### config.mk
export PLATFORM = sky130hd
export DESIGN_NAME = mdom_wvb_writer
export DESIGN_NICKNAME = d
export VERILOG_FILES = /design/src/rtl/mdom_wvb_writer.sv
export SDC_FILE = /design/constraint.sdc
export NUM_CORES = 1
export LEC_CHECK = 0
export ABC_AREA = 0
export CORE_MARGIN = 4
export CORE_UTILIZATION = 30
export DETAILED_ROUTE_END_ITERATION = 10
export SKIP_LAST_GASP = 1
export SYNTH_ARGS = -nofsm -noshare
export SYNTH_HDL_FRONTEND = slang
export SYNTH_SLANG_ARGS = --single-unit
### constraint.sdc
create_clock -name clk -period 9 [get_ports clk]
set_input_delay 1.8 -clock clk [delete_from_list [all_inputs] [get_ports clk]]
set_output_delay 1.8 -clock clk [all_outputs]
set_load 0.005 [all_outputs]
### src/rtl/mdom_wvb_writer.sv
// mDOM waveform-buffer writer.
// Turns each accepted trigger into one contiguous waveform of samples:
// pre-trigger samples are taken from a delay line, and the waveform ends
// after post_conf samples (fixed mode) or once ToT drops (extend mode).
// One header (timestamp, source, length) is emitted with the last word.
module mdom_wvb_writer #(
    parameter int P_PRE_MAX   = 32,
    parameter int P_MAX_LEN   = 4095,
    parameter int P_LTC_WIDTH = 48
) (
    input  logic                   clk,
    input  logic                   rst,
    input  logic [11:0]            adc_stream_in,
    input  logic [7:0]             discr_stream_in,
    input  logic                   trig,
    input  logic [1:0]             trig_src,
    input  logic                   thresh_tot,
    input  logic                   discr_tot,
    input  logic [P_LTC_WIDTH-1:0] ltc_in,
    input  logic                   arm,
    input  logic                   cnst_run,
    input  logic [4:0]             pre_conf,
    input  logic [11:0]            post_conf,
    input  logic                   wvb_full,
    output logic                   wvb_wr_en,
    output logic [21:0]            wvb_data,
    output logic                   hdr_valid,
    output logic [P_LTC_WIDTH-1:0] hdr_ltc,
    output logic [1:0]             hdr_src,
    output logic [12:0]            hdr_len,
    output logic                   armed,
    output logic                   overflow
);

    localparam int LP_WORD_W = 21;

    typedef enum logic [1:0] {
        S_IDLE    = 2'd0,
        S_FILL    = 2'd1,
        S_ARMED   = 2'd2,
        S_CAPTURE = 2'd3
    } state_t;

    state_t                 r_state;
    state_t                 w_state_nxt;

    logic [LP_WORD_W-1:0]   r_dly [P_PRE_MAX];

    logic [4:0]             r_pre;
    logic [11:0]            r_post;
    logic                   r_cnst;
    logic [5:0]             r_fill;
    logic [12:0]            r_k;
    logic [P_LTC_WIDTH-1:0] r_ltc_lat;
    logic [1:0]             r_src_lat;

    logic                   r_wr_en;
    logic [21:0]            r_data;
    logic                   r_hdr_valid;
    logic [P_LTC_WIDTH-1:0] r_hdr_ltc;
    logic [1:0]             r_hdr_src;
    logic [12:0]            r_hdr_len;
    logic                   r_ovf;

    logic [LP_WORD_W-1:0]   w_word;
    logic [LP_WORD_W-1:0]   w_tap;
    logic [12:0]            w_k;
    logic [12:0]            w_span;
    logic                   w_last;
    logic                   w_eoe_out;
    logic                   w_start;
    logic                   w_accept;
    logic                   w_drop;
    logic                   w_load;

    // Sample word as stored in the buffer (eoe bit is added on write).
    assign w_word = {thresh_tot | discr_tot, discr_stream_in, adc_stream_in};

    // Delay line shifts every cycle regardless of state, so it is always
    // primed once FILL has waited pre+1 cycles; contents need no reset.
    always_ff @(posedge clk) begin
        r_dly[0] <= w_word;
        for (int i = 1; i < P_PRE_MAX; i++) begin
            r_dly[i] <= r_dly[i-1];
        end
    end

    // Tap chosen so that, with the output register, the total delay is pre+1.
    assign w_tap = (r_pre == 5'd0) ? w_word : r_dly[r_pre - 5'd1];

    // Index of the sample being loaded this cycle: 0 on acceptance.
    assign w_k    = (r_state == S_CAPTURE) ? r_k : 13'd0;
    assign w_span = 13'(r_pre) + 13'(r_post);

    // End-of-event decision for the sample being loaded (j = k - pre).
    assign w_last = (r_cnst  && (w_k == w_span))
                 || (!r_cnst && (w_k >= w_span) && !w_tap[LP_WORD_W-1])
                 || (w_k == 13'(P_MAX_LEN - 1));

    // The eoe word is on the output this cycle; CAPTURE ends here.
    assign w_eoe_out = r_wr_en & r_data[21];

    // Next-state and per-cycle control decode.
    always_comb begin
        w_state_nxt = r_state;
        w_start     = 1'b0;
        w_accept    = 1'b0;
        w_drop      = 1'b0;
        w_load      = 1'b0;
        case (r_state)
            S_IDLE: begin
                if (arm) begin
                    w_state_nxt = S_FILL;
                    w_start     = 1'b1;
                end
            end
            S_FILL: begin
                if (!arm) begin
                    w_state_nxt = S_IDLE;
                end else if (r_fill == (6'(r_pre) + 6'd1)) begin
                    w_state_nxt = S_ARMED;
                end
            end
            S_ARMED: begin
                // arm low wins over a simultaneous trigger
                if (!arm) begin
                    w_state_nxt = S_IDLE;
                end else if (trig) begin
                    if (wvb_full) begin
                        w_drop = 1'b1;
                    end else begin
                        w_accept    = 1'b1;
                        w_load      = 1'b1;
                        w_state_nxt = S_CAPTURE;
                    end
                end
            end
            S_CAPTURE: begin
                // trig and arm are not looked at until the event completes
                if (w_eoe_out) begin
                    w_state_nxt = arm ? S_ARMED : S_IDLE;
                end else begin
                    w_load = 1'b1;
                end
            end
            default: w_state_nxt = S_IDLE;
        endcase
    end

    // State, latched configuration, and registered outputs.
    always_ff @(posedge clk) begin
        if (rst) begin
            r_state     <= S_IDLE;
            r_pre       <= '0;
            r_post      <= '0;
            r_cnst      <= 1'b0;
            r_fill      <= '0;
            r_k         <= '0;
            r_ltc_lat   <= '0;
            r_src_lat   <= '0;
            r_wr_en     <= 1'b0;
            r_data      <= '0;
            r_hdr_valid <= 1'b0;
            r_hdr_ltc   <= '0;
            r_hdr_src   <= '0;
            r_hdr_len   <= '0;
            r_ovf       <= 1'b0;
        end else begin
            r_state     <= w_state_nxt;
            r_wr_en     <= w_load;
            r_hdr_valid <= w_load & w_last;

            if (w_start) begin
                r_pre  <= pre_conf;
                r_post <= post_conf;
                r_cnst <= cnst_run;
                r_fill <= '0;
                r_ovf  <= 1'b0;
            end else if (r_state == S_FILL) begin
                r_fill <= r_fill + 6'd1;
            end

            if (w_drop) begin
                r_ovf <= 1'b1;
            end

            if (w_accept) begin
                r_ltc_lat <= ltc_in;
                r_src_lat <= trig_src;
            end

            if (w_load) begin
                r_k    <= w_k + 13'd1;
                r_data <= {w_last, w_tap};
            end

            // A single-sample event ends on the acceptance cycle itself,
            // so the header must take the live timestamp/source then.
            if (w_load && w_last) begin
                r_hdr_ltc <= w_accept ? ltc_in   : r_ltc_lat;
                r_hdr_src <= w_accept ? trig_src : r_src_lat;
                r_hdr_len <= w_k + 13'd1;
            end
        end
    end

    assign wvb_wr_en = r_wr_en;
    assign wvb_data  = r_data;
    assign hdr_valid = r_hdr_valid;
    assign hdr_ltc   = r_hdr_ltc;
    assign hdr_src   = r_hdr_src;
    assign hdr_len   = r_hdr_len;
    assign armed     = (r_state == S_ARMED);
    assign overflow  = r_ovf;

endmodule

## After elaboration in Yosys (flattened, before gate mapping)

Memories as Yosys holds them, arrays and structs flattened.
Index checks and enable logic that the tools add are counted.

| cells by class | value |
|---|---|
| $lt $le $gt $ge | 1 |
| muxes and demuxes | 27 |
| reduce and logical (&&, ||, !) cells | 13 |
| add/subtract/negate cells | 5 |
| equal/unequal tests | 11 |
| bitwise logic cells | 3 |

Operators by type and width:

| operator | count |
|---|---|
| $mux W48 | 1 |
| $mux W21 | 1 |
| $mux W2 | 9 |
| $add A13 B1 Y13 const B | 1 |
| $add A5 B12 Y13 | 1 |
| $eq A13 B12 Y1 const B | 1 |
| $eq A13 B13 Y1 | 1 |
| $ge A13 B13 Y1 | 1 |
| $mux W1 | 13 |
| $mux W13 | 1 |
| $ne A3 B3 Y1 const B | 3 |
| $pmux W2 S4 | 1 |
| $add A5 B1 Y6 const B | 1 |
| $add A6 B1 Y6 const B | 1 |
| $eq A6 B6 Y1 | 1 |
| $logic_not A5 Y1 | 1 |
| $reduce_and A5 Y1 | 1 |
| $sub A5 B1 Y5 const B | 1 |
| $eq A2 B2 Y1 const B | 2 |
| $logic_and A1 B1 Y1 | 4 |
| $ne A2 B2 Y1 const B | 2 |
| $and A1 B1 Y1 | 2 |
| $eq A2 B1 Y1 const B | 1 |
| $logic_not A1 Y1 | 2 |
| 6 further kinds | 7 |

| word-level totals | value |
|---|---|
| memories | 1 |
| flip-flop bits (word level) | 177 |
| bits in writable memories | 672 |
| output and inout port bits | 89 |
| logic and storage cells | 76 |
| bits of input ports | 95 |

Memories:

| name | depth | bits a word | read ports | clocked after Yosys merged registers in | write ports | line | source |
|---|---|---|---|---|---|---|---|
| r_dly | 32 | 21 | 32 | 0 | 32 | 47 | `logic [LP_WORD_W-1:0] r_dly [P_PRE_MAX];` |

## Depth between registers and ports, before layout

Gate-level depths: netlist of run 1.

| logic depth | value |
|---|---|
| word-level depth | 8 |
| depth in mapped cells | 18 |
| gate-level depth less buffers | 16 |

## Worst setup path after synthesis of run 1

Ideal clock, no wire load.

| path | value |
|---|---|
| path kind | register to register |
| from | reg r_pre[0] |
| to | reg r_hdr_ltc[10], in the netlist hdr_ltc[10] |
| clock period less this slack | 4.287 ns |
| setup time | 0.121 ns |
| stages on the path, launching flop included | 17 |
| required time | 8.879 ns |
| arrival time | 4.166 ns |
| setup slack | 4.713 ns |
| path buffers | 8 |
| cell sequence | dfxtp_1 buf_6 clkbuf_1 clkbuf_1 buf_2 inv_1 ha_1 clkbuf_1 clkbuf_1 mux4_2 o21a_1 o211ai_1 nand3_2 o41a_1 buf_6 buf_6 mux2_4 |

| between the ends | value |
|---|---|
| word-level cells in the longest chain between the ends | 8 |
| elaborated cells between the ends (all ways) | 14 |
| classes of those cells | add/sub: 2; order compare: 1; eq/ne: 1; mux: 1; reduce/logical: 8; memory: 1 |

RTL lines:

| what | line | source |
|---|---|---|
| start: declaration | 49 | `logic [4:0] r_pre;` |
| start signal: assignment | 174 | `r_pre <= pre_conf;` |
| branches (longest 5 deep; another with $add A5 B12 Y13) | -- |  |
| $logic_or A1 B1 Y1 * | 97 | `\|\| (!r_cnst && (w_k >= w_span) && !w_tap[LP_WORD_W-1])` |
| $logic_or A1 B1 Y1 * | 98 | `\|\| (w_k == 13'(P_MAX_LEN - 1));` |
| $logic_and A1 B1 Y1 * | 199 | `if (w_load && w_last) begin` |
| end signal: assignment | 200 | `r_hdr_ltc <= w_accept ? ltc_in : r_ltc_lat;` |
| end: declaration | 60 | `logic [P_LTC_WIDTH-1:0] r_hdr_ltc;` |

Every way passes the cells marked *.
A chain may end at the register's enable or synchronous reset.

## Final worst setup path of run 1

| path | value |
|---|---|
| from | in arm |
| to | reg r_hdr_ltc[45], in the netlist hdr_ltc[45] |

| between the ends | value |
|---|---|
| word-level cells in the longest chain between the ends | 3 |
| elaborated cells between the ends (all ways) | 5 |
| classes of those cells | mux: 4; reduce/logical: 1 |

RTL lines:

| what | line | source |
|---|---|---|
| start: declaration | 20 | `input logic arm,` |
| $mux W1 * | 126 | `if (!arm) begin` |
| $pmux W1 S2 or $mux W1 (tied branches) | 110 | `case (r_state)` |
| $logic_and A1 B1 Y1 or $mux W48 (tied branches) | -- |  |

Every way passes the cells marked *; elsewhere a longest branch is shown, timed or not.

==> results.cfg, run 1 <==
[timing]
slew_viol_final = 0
relSlewSlack_pct = 21.5
rsz0062_at_grt = false
hold_violations = 0
worst_pin_slew_ns = 1.18
max_freq_mhz = 172
timing.setup.tns_ns = 0
setup_violations = 0
layout_min_cycle_time_ns = 5.80
fin_skew_ns = 0.0517
period_share_pct = 64.5

[clock_network]
cts-buffers-inserted = 84
cts_tree = yes
clk-insertion-delay-late_ns = 0.63
cts_max_level = 3
path_clk_slew_ns = 0.06
cts.sinks = 849
cts_post_setup_buffers_inserted = 0
cts_resized = 0
hold_buffers = 0
cts_root_buf = clkbuf_16
cts_buffer_depth = 3

[cells_and_area]
nets = 2257
layout_commonest_cell = dfxtp_1
num_antenna_cells = 0
fillers = 8280
syn_to_final_growth_pct = 22.0
postLayoutCoreUtil_pct = 37.0
final_layout_size_suffix_gt1_share_pct = 20.1
final_cell_mix = dfxtp_1, nand2_1, clkdlybuf4s50_1

[yosys]
syn-num-nets = 2092
yosysTopAreaCellShare_pct = 63.3
synth_area_per_cell_um2 = 13.6
ys_seq_area_share_pct = 63.3
yosys-top-cells-area = dfxtp_1, mux4_2, nand2_1, mux2_2, mux2_4
ys_types = 53
syn_area_mm2 = 0.0268
syn_inst = 1973
ys.warnings.count = 0
synth_top_area_cell = dfxtp_1
synth-edff-count = 0
synth_ff_type = dfxtp_1
ys_async_sr_fraction_pct = 0
ys_ff_latch = 849

[detailed_routing]
routedWlPerCell_um = 16.2
drc = 0
dr_total_vias = 15200
firstDrtPassIters = 4
drtAntennaViolNets = 0
drt_wl_total_mm = 54.5
via_per_inst = 4.51
drt_iter0_drc = 827

[power_and_ir_drop]
ir_drop_mv = 0.178
leakage_nw = 12.3
powerDensity_mw_per_mm2 = 251

[global_routing]
grt_max_degree = 117
first_global_vias = 16400
grt_usage_pct = 11.5
antenna_found_initial = 1
grt_pass1_wl_mm = 88.7
grt_overflow = 0

[die]
die_area_mm2 = 0.0943
start_util_pct = 30.3
die_h_um = 307
die_x_um = 307
num_rows = 109
io_pins = 184
core_area_mm2 = 0.0885

[setup_path]
startpoint_type = input port
critPathKind = input port to flip-flop
worst_setup_path_end_kind = flip-flop
crit_arrival_ns = 6.28
cp_max_fo = 51
crit_required_ns = 9.48
crit_start = arm
r2r_start = r_pre[0]$_SDFFE_PP0P_

[min_path]
hp-start = r_dly[3][20]$_DFF_P_
hp-class = flip-flop to flip-flop

[flow_run]
cap_violations = 0

[placement]
io_buffers = 183
place_congestion = 0.780
hpwlAfterDp_mm = 34.2

[status]
status = finished, final reports clean
==> layer usage <==
metal / GRT usage (%) / wire length (um) / vias to the layer above
met5: 0 / 0 / -
met4: 4.40 / 1490 / 0
met3: 1.87 / 1760 / 89
met2: 19.9 / 27100 / 224
met1: 14.4 / 24100 / 7558
li1: - / - / 7339
==> power breakdown <==
group | switching [mW] | leakage, nW | total, mW | internal, mW
clock | 1.48 | 1.46 | 3.61 | 2.13
sequential | 0.0843 | 7.10 | 4.01 | 3.93
combinational | 0.291 | 3.71 | 0.610 | 0.319
==> critical path: stages <==
cell and delay, ns:
clkdlybuf4s50_1 0.52, nor2b_1 0.38, nand3_2 0.96, nand2b_2 1.20, nand2_1 0.13, o41a_2 0.33
buf_4 0.47, mux2_4 0.41
==> Yosys cell counts, types with 11 or more instances <==
master,n
a21oi_1,110
a31oi_1,26
and3_1,12
buf_1,12
buf_2,15
clkbuf_1,85
dfxtp_1,849
ha_1,23
inv_1,21
mux2_2,55
mux2_4,40
mux2i_1,48
mux4_2,168
nand2_1,216
nand3_1,16
nor2_1,33
nor2b_1,62
o211ai_1,42
o21ai_0,29
xnor2_1,15
xor2_1,11
==> final cells by class <==
cell class	instances	area [um^2]	area share, %
flip-flops and latches	849	17000	51.9
multi-input cells	985	9310	28.4
clock buffers	117	2460	7.50
repair buffers	197	1950	5.94
well taps	1165	1460	4.45
clock inverters	38	499	1.52
inverters	21	78.8	0.241
==> per-stage QoR <==
step                total power [mW]  cells  hold slack [ns]  instance area, um^2  setup WS [ns]
detailed placement              4.72   3217            0.331                29800           2.49
global placement                4.69   3217            0.328                29800           2.61
floorplan                       4.52   1973            0.326                26800           4.71
CTS                             8.35   3372            0.309                32800           3.16
global route                    8.58   3372            0.318                32800           2.90
finish                          8.24   3372            0.313                32800           3.20
==> logic make-up after synthesis <==
| group | count (synthesis) | share of synthesized area, % |
|---|---|---|
| AOI/OAI and AO/OA | 231 | 5.17 |
| adders and majority gates | 24 | 1.15 |
| and+or+nand+nor | 393 | 6.91 |
| xor gates and xnor gates | 26 | 0.848 |
| buffers and inverters | 139 | 2.18 |
| muxes | 311 | 20.4 |
| DFF | 849 | 63.3 |
==> flip-flops by register name, indices dropped and copies added (netlist names), 5 cells and up <==
| signal | cells |
|---|---|
| r_post | 12 |
| r_dly | 672 |
| r_ltc_lat | 48 |
| r_k | 13 |
| r_fill | 6 |
| hdr_ltc | 48 |
| wvb_data | 22 |
| r_pre | 5 |
| hdr_len | 13 |
==> worst paths after layout <==
check	end	slack, ns	cells after the start
worst max-delay path	hdr_ltc[45]$_SDFFE_PP0P_	3.20	8
worst min-delay path	r_dly[4][20]$_DFF_P_	0.31	0
worst max register to register	hdr_ltc[6]$_SDFFE_PP0P_	3.56	16
worst min register to register	r_dly[4][20]$_DFF_P_	0.31	0
Power figures use the tool's default switching activity.
==> run 2: changes to the inputs <==
Clock period 9 ns to 5.2 ns, I/O delays scaled along.
==> results.cfg, run 2 (same netlist as run 1, synthesis figures left out) <==
[detailed_routing]
firstDrtPassIters = 5
routedWlPerCell_um = 16.4
dr_total_vias = 15500
drt_iter0_drc = 821
drtAntennaViolNets = 0
drc = 0
via_per_inst = 4.58
drt_wl_total_mm = 55.5

[setup_path]
worst_setup_path_end_kind = flip-flop
crit_chain = inv_1 -> fa_1 -> nor2b_1 -> o21ai_0 -> a21oi_1 -> o21a_1 -> nand3_1 -> xor2_1 -> ha_1 -> a21oi_1 -> o21ai_0 -> a2111oi_1 -> o41a_2 -> buf_4 -> mux2_2
timing.critical_path.buf_inv = 2
critPathKind = flip-flop to flip-flop
r2r_start = r_pre[1]$_SDFFE_PP0P_
slowest_stage = a2111oi_1
crit_start = r_pre[1]$_SDFFE_PP0P_
cpPeakStageDelay_ns = 0.69
crit_arrival_ns = 5.28
critPathTopFamily = compound AO/OA/AOI/OAI gates
crit_required_ns = 5.74
cp_max_fo = 18
startpoint_type = flip-flop

[global_routing]
grt_overflow = 0
antenna_found_initial = 0
grt_max_degree = 128
grt_usage_pct = 11.7
first_global_vias = 16600
grt_pass1_wl_mm = 89.5

[cells_and_area]
stdcell_area_mm2 = 0.0328
top_register = r_dly
syn_to_final_growth_pct = 22.0
largest_reg_flops = 672
num_antenna_cells = 0
fillers = 8310
layout_commonest_cell = dfxtp_1
final_cell_mix = dfxtp_1, nand2_1, clkdlybuf4s50_1
finalNonFillerCells = 3380
nets = 2267
final_layout_size_suffix_gt1_share_pct = 20.0

[clock_network]
path_clk_slew_ns = 0.06
hold_buffers = 0
cts.sinks = 849
cts_buffer_depth = 3
clk-insertion-delay-late_ns = 0.65
cts_root_buf = clkbuf_16
cts_max_level = 3
cts-buffers-inserted = 86
cts_tree = yes

[power_and_ir_drop]
leakage_nw = 12.3
powerDensity_mw_per_mm2 = 433
ir_drop_mv = 0.244

[timing]
timing.setup.tns_ns = 0
slew_viol_final = 0
rsz0062_at_grt = false
layout_min_cycle_time_ns = 4.74
hold_violations = 0
worst_pin_slew_ns = 1.07
fin_skew_ns = 0.0334
max_freq_mhz = 211
period_share_pct = 91.2
relSlewSlack_pct = 28.8
setup_violations = 0

[min_path]
hp-class = flip-flop to flip-flop
hp-start = r_dly[19][8]$_DFF_P_

[placement]
dp_cells = 3225
io_buffers = 183
hpwlAfterDp_mm = 34.0
place_area_mm2 = 0.0299
place_congestion = 0.827

[die]
die_area_mm2 = 0.0943
num_rows = 109
die_x_um = 307
core_area_mm2 = 0.0885
die_h_um = 307
io_pins = 184
start_util_pct = 30.3

[flow_run]
cap_violations = 0

[status]
status = finished, final reports clean
-- run 2: through the flow --
| stage | setup slack (ns) | util [%] | hold WS, ns | power (mW) |
|---|---|---|---|---|
| floorplan | 0.913 | - | 0.326 | 7.82 |
| global placement | 0.425 | 33.8 | 0.328 | 8.14 |
| detailed placement | 0.375 | 33.8 | 0.331 | 8.17 |
| CTS | 0.355 | 37.0 | 0.327 | 14.4 |
| global route | 0.140 | 37.0 | 0.333 | 14.7 |
| finish | 0.457 | 37.0 | 0.332 | 14.2 |
-- run 2: area by class of cell --
| type | instances | area [um^2] | share of cell area (%) |
|---|---|---|---|
| inverter | 21 | 78.8 | 0.241 |
| multi-input combinational | 985 | 9320 | 28.4 |
| tap | 1165 | 1460 | 4.45 |
| clock inverter | 42 | 505 | 1.54 |
| timing repair buffer | 205 | 2040 | 6.24 |
| sequential | 849 | 17000 | 51.9 |
| clock buffer | 113 | 2350 | 7.19 |
-- run 2: routing by layer --
| layer | GRT usage (%) | wire length (um) | vias to the layer above |
|---|---|---|---|
| met1 | 14.2 | 23600 | 7685 |
| met5 | 0 | 0 | - |
| met3 | 2.26 | 2330 | 130 |
| met2 | 20.3 | 27600 | 285 |
| met4 | 4.98 | 1940 | 0 |
| li1 | - | - | 7368 |
-- run 2: path summary, 6_finish.rpt --
kind                                  end  slack (ns)  depth (start not counted)
hold reg to reg      r_dly[20][8]$_DFF_P_        0.33                          0
setup reg to reg  hdr_src[1]$_SDFFE_PP0P_        0.46                         15
setup / recovery  hdr_src[1]$_SDFFE_PP0P_        0.46                         15
hold / removal       r_dly[20][8]$_DFF_P_        0.33                          0
-- run 2: where the power goes --
part	internal (mW)	switching, mW
clock	3.58	2.58
sequential	6.80	0.139
combinational	0.555	0.518
-- run 2: repair_timing --
item,in CTS,in global routing
buffers inserted,0,0
setup endpoints to repair,0,5
resized for setup,0,1
